### src/rtl/dsp_frame_rx.sv
// DSP burst receiver: validates 4-word bursts, timestamps them, buffers
// complete frames and drains each one as five 32-bit words.
module dsp_frame_rx #(
    parameter int          DEPTH  = 4,
    parameter logic [23:0] MARKER = 24'h4444,
    parameter int          CNT_W  = 16
) (
    input  logic                     clk_sys,
    input  logic                     rst,
    input  logic [23:0]              dp_data,
    input  logic                     dp_vld,
    input  logic [31:0]              dp_utc,
    input  logic [31:0]              dp_ns,
    output logic [31:0]              fr_data,
    output logic                     fr_vld,
    input  logic                     fr_rdy,
    output logic                     fr_sof,
    output logic                     fr_eof,
    output logic [$clog2(DEPTH):0]   fr_level,
    output logic [CNT_W-1:0]         err_gap_cnt,
    output logic [CNT_W-1:0]         err_mark_cnt,
    output logic [CNT_W-1:0]         ovf_cnt
);

    localparam int LW = $clog2(DEPTH);
    localparam logic [LW:0] FULL = (LW+1)'(DEPTH);

    typedef enum logic [1:0] {C_IDLE, C_W2, C_W3, C_W4} cap_t;

    cap_t state_q, state_d;

    logic [23:0] ch1_q, ch2_q, ch3_q;
    logic [31:0] utc_q, ns_q;

    logic [31:0] mem_utc [DEPTH];
    logic [31:0] mem_ns  [DEPTH];
    logic [23:0] mem_ch1 [DEPTH];
    logic [23:0] mem_ch2 [DEPTH];
    logic [23:0] mem_ch3 [DEPTH];

    logic [LW-1:0] wr_ptr, rd_ptr;
    logic [2:0]    idx_q, idx_d;

    logic gap_ev, mark_ev, good, commit, ovf_ev;
    logic accept, last;
    logic [31:0] word;

    always_ff @(posedge clk_sys) begin
        if (rst) state_q <= C_IDLE;
        else     state_q <= state_d;
    end

    always_comb begin
        state_d = state_q;
        gap_ev  = 1'b0;
        mark_ev = 1'b0;
        good    = 1'b0;
        unique case (state_q)
            C_IDLE: if (dp_vld) state_d = C_W2;
            C_W2: begin
                if (dp_vld) state_d = C_W3;
                else begin
                    gap_ev  = 1'b1;
                    state_d = C_IDLE;
                end
            end
            C_W3: begin
                if (dp_vld) state_d = C_W4;
                else begin
                    gap_ev  = 1'b1;
                    state_d = C_IDLE;
                end
            end
            C_W4: begin
                state_d = C_IDLE;
                if (!dp_vld)               gap_ev  = 1'b1;
                else if (dp_data == MARKER) good    = 1'b1;
                else                        mark_ev = 1'b1;
            end
            default: state_d = C_IDLE;
        endcase
    end

    // Fullness is judged before any same-cycle drain of the head frame.
    assign commit = good & (fr_level != FULL);
    assign ovf_ev = good & (fr_level == FULL);

    always_ff @(posedge clk_sys) begin
        if (rst) begin
            ch1_q <= '0;
            ch2_q <= '0;
            ch3_q <= '0;
            utc_q <= '0;
            ns_q  <= '0;
        end else begin
            if (state_q == C_IDLE && dp_vld) begin
                ch1_q <= dp_data;
                utc_q <= dp_utc;
                ns_q  <= dp_ns;
            end
            if (state_q == C_W2 && dp_vld) ch2_q <= dp_data;
            if (state_q == C_W3 && dp_vld) ch3_q <= dp_data;
        end
    end

    always_ff @(posedge clk_sys) begin
        if (commit) begin
            mem_utc[wr_ptr] <= utc_q;
            mem_ns[wr_ptr]  <= ns_q;
            mem_ch1[wr_ptr] <= ch1_q;
            mem_ch2[wr_ptr] <= ch2_q;
            mem_ch3[wr_ptr] <= ch3_q;
        end
    end

    assign fr_vld = (fr_level != '0);
    assign accept = fr_vld & fr_rdy;
    assign last   = accept & (idx_q == 3'd4);

    always_comb begin
        idx_d = idx_q;
        if (last)        idx_d = 3'd0;
        else if (accept) idx_d = idx_q + 3'd1;
    end

    always_ff @(posedge clk_sys) begin
        if (rst) begin
            idx_q    <= '0;
            wr_ptr   <= '0;
            rd_ptr   <= '0;
            fr_level <= '0;
        end else begin
            idx_q <= idx_d;
            if (commit) wr_ptr <= wr_ptr + LW'(1);
            if (last)   rd_ptr <= rd_ptr + LW'(1);
            if (commit && !last)      fr_level <= fr_level + (LW+1)'(1);
            else if (!commit && last) fr_level <= fr_level - (LW+1)'(1);
        end
    end

    always_comb begin
        word = '0;
        unique case (idx_q)
            3'd0:    word = mem_utc[rd_ptr];
            3'd1:    word = mem_ns[rd_ptr];
            3'd2:    word = {8'h01, mem_ch1[rd_ptr]};
            3'd3:    word = {8'h02, mem_ch2[rd_ptr]};
            3'd4:    word = {8'h03, mem_ch3[rd_ptr]};
            default: word = '0;
        endcase
    end

    assign fr_data = fr_vld ? word : '0;
    assign fr_sof  = fr_vld & (idx_q == 3'd0);
    assign fr_eof  = fr_vld & (idx_q == 3'd4);

    always_ff @(posedge clk_sys) begin
        if (rst) begin
            err_gap_cnt  <= '0;
            err_mark_cnt <= '0;
            ovf_cnt      <= '0;
        end else begin
            if (gap_ev && err_gap_cnt != '1)
                err_gap_cnt <= err_gap_cnt + CNT_W'(1);
            if (mark_ev && err_mark_cnt != '1)
                err_mark_cnt <= err_mark_cnt + CNT_W'(1);
            if (ovf_ev && ovf_cnt != '1)
                ovf_cnt <= ovf_cnt + CNT_W'(1);
        end
    end

endmodule

### config.mk
export PLATFORM = sky130hd
export DESIGN_NAME = dsp_frame_rx
export DESIGN_NICKNAME = d
export VERILOG_FILES = /design/src/rtl/dsp_frame_rx.sv
export SDC_FILE = /design/constraint.sdc
export NUM_CORES = 1
export LEC_CHECK = 0
export CAP_MARGIN = 5
export CORE_ASPECT_RATIO = 0.5
export CORE_UTILIZATION = 53
export DETAILED_ROUTE_END_ITERATION = 6
export PLACE_DENSITY = 0.72
export SYNTH_ARGS = -nofsm -noshare
export SYNTH_HDL_FRONTEND = slang
export SYNTH_SLANG_ARGS = --single-unit
### constraint.sdc
create_clock -name clk_sys -period 5.7 [get_ports clk_sys]
set_input_delay 1.425 -clock clk_sys [delete_from_list [all_inputs] [get_ports clk_sys]]
set_output_delay 1.425 -clock clk_sys [all_outputs]
set_load 0.02 [all_outputs]
==> impl_metrics.toml <==
[synthesis]
ys.warnings.count = 0
syn_nets = 1971
synth_top_area_share_pct = 57.53
synth_flop_cell = "edfxtp_1"
synth_seq_area_share_pct = 71.49
synth_area_per_cell_um2 = 15.22
synthTopCellsByArea = "edfxtp_1, dfxtp_1, mux4_2"
synth.cell_area_um2 = 28390
synth_cell_types = 51
yosysTopAreaCell = "edfxtp_1"
synthTopCellsByCount = "edfxtp_1, nand2_1, dfxtp_1"
synth_edf_count = 544
synthArstFlopShare_pct = 0
yosysMostFrequentCell = "edfxtp_1"
synth-seq-cells = 742
synthCells = 1865

[global_routing]
grt_usage_pct = 23.62
grt_overflow = 0
grt_pass1_vias = 16440
grt_pass1_wl_um = 97970
grt_max_degree = 116
antenna_found_initial = 1

[power]
ir_worst_vdd_mv = 0.2302
power_mw = 10.36
p_leak_nw = 10.97
p_per_area_nw_per_um2 = 312.3
switching_share_pct = 20.02
pwr-share-comb_pct = 2.3
p_int_mw = 8.283
pwr-share-seq_pct = 56.7
p_sw_mw = 2.074
pwr-share-clk_pct = 41.0

[clocking]
cts_resized = 0
clock_latency_ps = 620
cts_hold_buf = 0
numCtsBuffers = 61
post-cts-setup-buffer-count = 0
clockRootBuffer = "clkbuf_16"
cts_tree = "built"
htreeDepth = 2
cts_buffer_depth = 3
cts.sinks = 742
clk_pin_slew_ps = 70

[floorplanning]
core.rowCount = 59
die_w_um = 329.3
ios = 178
start_util_pct = 54.17
die_area_um2 = 54560
coreArea_um2 = 52410
die_y_um = 165.7

[route]
drt-vias-per-instance = 5.908
wire_per_inst_um = 22.90
postRouteAntennaNets = 0
wl_um = 63890
drcViolationCount = 2
drtPass1Iterations = 7
num_vias = 16480
drt_iter0_markers = 1613

[sta]
timing.final.crit_period_ps = 4990
finalCritPeriodShare_pct = 87.55
tns_ps = 0
finalMaxSlewViolations = 0
slew_headroom_pct = 20.74
hold_viol_final = 0
worstMarginPinSlew_ps = 1188
rsz0062_at_grt = "false"
max_freq_mhz = 200.4
fin_worst_skew_ps = 27.45
setup_viol = 0

[critical_path]
cp.required_ps = 4280
worstSetupStartpointType = "flop"
r2r_slack_ps = 2780
crit_path_end_kind = "primary output"
crit_type = "reg -> out"
worstPathMaxFanout = 33
worstPathArrival_ps = 3570

[layout]
layout.nets = 2141
syn_to_final_growth_pct = 16.78
drive_above_1_share_pct = 14.37
fill_cells = 3717

[min_path]
hold_path.class = "reg -> reg"

[flow_run]
cap_viol_max_count = 0

[run_status]
status = "complete, but fails checks"
violations = "design-rule violations"

[place]
port_buffers = 177
gp_congestion = 0.7667
dp_hpwl_um = 38660
[metrics by stage]
step,instances,hold WS [ps],instance area [um2],util [%],worst slack (ps)
floorplan,1865,460.0,28400,-,1179
global placement,2673,477.1,31120,59.38,979.4
detailed placement,2673,486.5,31120,59.38,1003
CTS,2788,495.2,33150,63.25,611.8
global route,2788,514.1,33150,63.25,501.6
finish,2790,490.8,33160,63.26,709.7
[critical path, stage by stage, from the launching register on]
cell	delay, ps
dfxtp_4	840
buf_4	430
mux4_2	540
a22oi_1	320
a31oi_1	230
clkdlybuf4s50_1	590
[kinds of logic (layout without fill, tap and decap cells)]
logic type,Yosys count,in the layout,synth area share [%]
flops,742,742,71.49
simple gates,518,518,8.117
compound gates,296,296,6.231
mux,144,144,11.09
buf+inv,133,355,1.868
xor+xnor,18,18,0.5552
fa+ha+maj,14,14,0.6434
other cells,0,2,0
[registers in the layout, summed over array words and instances, names as in the netlist, named ones only]
signal and flops:
err_gap_cnt 16, mem_ch3 96, idx_q 3, ovf_cnt 16, ns_q 32, err_mark_cnt 16, mem_utc 128, fr_level 3
wr_ptr 2, utc_q 32, rd_ptr 2, ch1_q 24, state_q 2, mem_ch2 96, mem_ch1 96, ch3_q 24
ch2_q 24, mem_ns 128
[layer usage]
layer,global-route usage [%],routed length [um]
met5,0,0
met4,5.696,1352
met3,4.623,4967
met2,37.66,30780
met1,33.82,26800
[cells in the final DEF, fill, tap and decap left out, types with 8 or more instances in the layout]
cell type / netlist / layout
buf_4: 0 / 35
o31ai_1: 20 / 20
a22o_1: 24 / 24
clkdlybuf4s50_1: 0 / 176
mux4_2: 136 / 136
nor3_1: 12 / 12
buf_12: 0 / 12
nor4_1: 11 / 11
nor2_1: 53 / 51
clkbuf_16: 0 / 62
nand3_1: 18 / 18
o21ai_0: 16 / 15
or4_1: 21 / 21
ha_1: 13 / 13
edfxtp_1: 544 / 544
nand2_1: 341 / 341
a31oi_1: 24 / 24
clkbuf_1: 90 / 17
nand4_1: 14 / 14
clkinv_1: 1 / 10
clkinv_2: 0 / 8
inv_1: 15 / 15
dfxtp_1: 198 / 196
a22oi_1: 30 / 30
xor2_1: 13 / 13
a21oi_1: 170 / 170
[path summary, 6_finish.rpt]
path	cells after the start	from	end
worst max-delay path	5	flop	fr_data[15]
worst min-delay path	0	ch1_q[15]	mem_ch1[1][15]
worst max register to register	9	fr_level[0]	fr_level[2]
worst min register to register	0	ch1_q[15]	mem_ch1[1][15]
[power by group through the flow]
stage / Combinational [mW] / Sequential, mW / Clock, mW
finish: 0.235 / 5.88 / 4.25
detailed placement: 0.235 / 5.99 / 0
CTS: 0.237 / 5.87 / 4.30
global route: 0.256 / 5.88 / 4.53
global placement: 0.229 / 5.99 / 0
floorplan: 0.106 / 5.97 / 0
[cell type report]
class	count	area, um2	area share (%)
sequential	742	20310	61.24
multi-input combinational	990	7601	22.92
timing repair buffer	224	2276	6.864
clock buffer	86	1712	5.162
tap	701	877.1	2.645
clock inverter	29	320.3	0.9660
inverter	16	60.06	0.1811
antenna	2	5.005	0.01509
Power figures use the tool's default switching activity.
==> RTL change, RTL diff (same flow settings) <==
`MARKER`: 24'h4444 -> 24'h3333.
--- a/src/rtl/dsp_frame_rx.sv
+++ b/src/rtl/dsp_frame_rx.sv
@@ -4,3 +4,3 @@
     parameter int          DEPTH  = 4,
-    parameter logic [23:0] MARKER = 24'h4444,
+    parameter logic [23:0] MARKER = 24'h3333,
     parameter int          CNT_W  = 16
Formal check against the unedited RTL: no difference found for any inputs over 4 cycles, from zero or initial values and one cycle with rst high; that may be too few to reach the edited logic, so the function may still have changed.
==> RTL change against the unedited design <==
The flow still finishes with violations (design-rule violations); synthesized area about the same; setup slack got worse by 0.042 ns; wire length decreased by 1.4%; largest power group unchanged; via count decreased by 0.55%; combinational power decreased by 3%; power increased by 0.56%; final area increased by 0.14%; sequential cell count unchanged; largest cell class unchanged.
==> RTL change: results (changes against the unedited design) <==
Setup path
  – Worst path slowest cell: clkdlybuf4s50_1
  – Worst Path Max Fanout: 16 (-52%)
  – CP arrival: 3.61 ns (+0.04 ns)
  – Max stage delay on crit path: 0.70 ns (-0.14 ns)
  – Reg2Reg Depth: 9 (unchanged)
  – RR Startpoint: fr_level[0]
  – FF-to-FF setup slack: 2.67 ns (-0.11 ns)

Yosys
  – Synth Instances: 1857 (-0.43%)
  – Seq/Total Area, Yosys: 71.5% (about the same)
  – Post-synth top cells: edfxtp_1 (544), nand2_1 (340), dfxtp_1 (198)
  – Top post-synthesis cells by area: edfxtp_1 (58%), dfxtp_1 (14%), mux4_2 (11%)
  – Yosys cell types: 56 (+9.8%)
  – Synth Net Count: 1963 (-0.41%)

Drt
  – Vias/cell: 5.89 (-0.22%)
  – WL/cell: 22.6 um (-1.1%)
  – Drt initial violations: 1638 (+1.5%)
  – DRC viols: 1 (-1)
  – DRT Wirelength: 63.0 mm (-1.4%)
  – DR pass1 iterations: 7 (unchanged)

STA
  – Clock Skew: 0.0153 ns (-0.0122 ns)
  – Hold WS: 0.496 ns (+0.00574 ns)
  – Rel. slew slack: 24.3% (+3.6 points)

Final layout
  – Final Net Count: 2132 (-0.42%)
  – Ratio of cells with drive above 1 in the final layout: 14.9% (+0.54 points)

Global routing
  – Largest net degree at the start of global routing: 109 (-6.0%)
  – GRT Total Usage: 23.1% (-0.47 points)
  – First-pass GRT wire length: 95.7 mm (-2.3%)
  – Vias in the first global route: 16106 (-2.0%)
  – Initial antenna violation count: 2 (+1)

Min path
  – Hold crit path type: reg -> reg
  – Hold Path Origin: ch1_q[3]
  – Hold endpoint: mem_ch1[1][3]

Outcome
  – Status: finished with violations
  – Failing checks: design-rule violations

Pwr
  – Max rail drop VDD: 0.000265 V (+15%)
  – LEAKAGE: 0.0110 uW (+0.23%)

CTS
  – Clock buffer count from CTS: 60 (-1.6%)
  – Clock Path Buffers: 3 (unchanged)

Placement
  – Post-DP HPWL: 37.4 mm (-3.2%)
  – Post-Place Cells: 2665 (-0.30%)
  – DP Area: 0.0311 mm2 (about the same)
  – GP Congestion: 0.783 (+2.1%)
[RTL change: changes by cell type after synthesis, sizes merged, moves of 3 or more]
cell and change:
a21oi +4, nor2 -3, xnor2 +10, o31ai -5, buf -4, a2111oi +5
nor4b -3, xor2 -8, or4 -6, nand3 +3, or3 +3, nor4 -3
[RTL change: metrics by stage]
step,setup WS (ns),util (%)
3_3_place_gp,0.921,59.4
4_1_cts,0.647,63.3
5_1_grt,0.531,63.4
3_5_place_dp,0.917,59.4
2_1_floorplan,0.794,-
6_report,0.668,63.4
[RTL change: power breakdown]
| group | switching [uW] | internal [uW] | total (uW) | leakage, uW |
|---|---|---|---|---|
| clock | 1880 | 2430 | 4310 | 0.00101 |
| sequential | 59.9 | 5820 | 5880 | 0.00709 |
| combinational | 134 | 95.0 | 229 | 0.00289 |
| total | 2080 | 8340 | 10400 | 0.0110 |
[RTL change: logic make-up after synthesis]
family / after synthesis / synth area share [%]
mux: 145 / 11.1
xor+xnor: 20 / 0.617
simple gates: 507 / 7.97
buf+inv: 130 / 1.80
compound gates: 299 / 6.29
flops: 742 / 71.5
fa+ha+maj: 14 / 0.644
[RTL change: how the worst max path moves through the flow]
stage	slack, ns	depth (start not counted)	to
3_5_place_dp	0.92	10	fr_level[2]
6_report	0.67	7	fr_data[8]
3_3_place_gp	0.92	10	fr_level[2]
2_1_floorplan	0.79	4	mem_ch1[0][0]
5_1_grt	0.53	5	fr_data[1]
4_1_cts	0.65	5	fr_data[1]
[RTL change: worst reg2reg max path: stages (launching register included)]
cell and delay (ns):
dfxtp_1 0.41, o31ai_1 0.97, nor2_1 0.22, inv_1 0.15
ha_1 0.19, inv_1 0.06, fa_1 0.37, xor2_1 0.18
or3_1 0.30, a21oi_1 0.13
[RTL change: area by class of cell]
type                       instances  area, um2
multi-input combinational        985       7610
timing repair buffer             220       2280
sequential                       742      20300
clock inverter                    30        335
antenna                            2       5.00
clock buffer                      84       1720
tap                              701        877
fill                            3651      19200
inverter                          17       63.8
[RTL change: layer usage]
layer	GRT usage (%)	vias up	wire, um
met5	0	-	0
met3	4.43	92	4420
met2	38.6	604	31600
met1	31.2	8261	25400
li1	-	7435	-
met4	6.78	0	1640
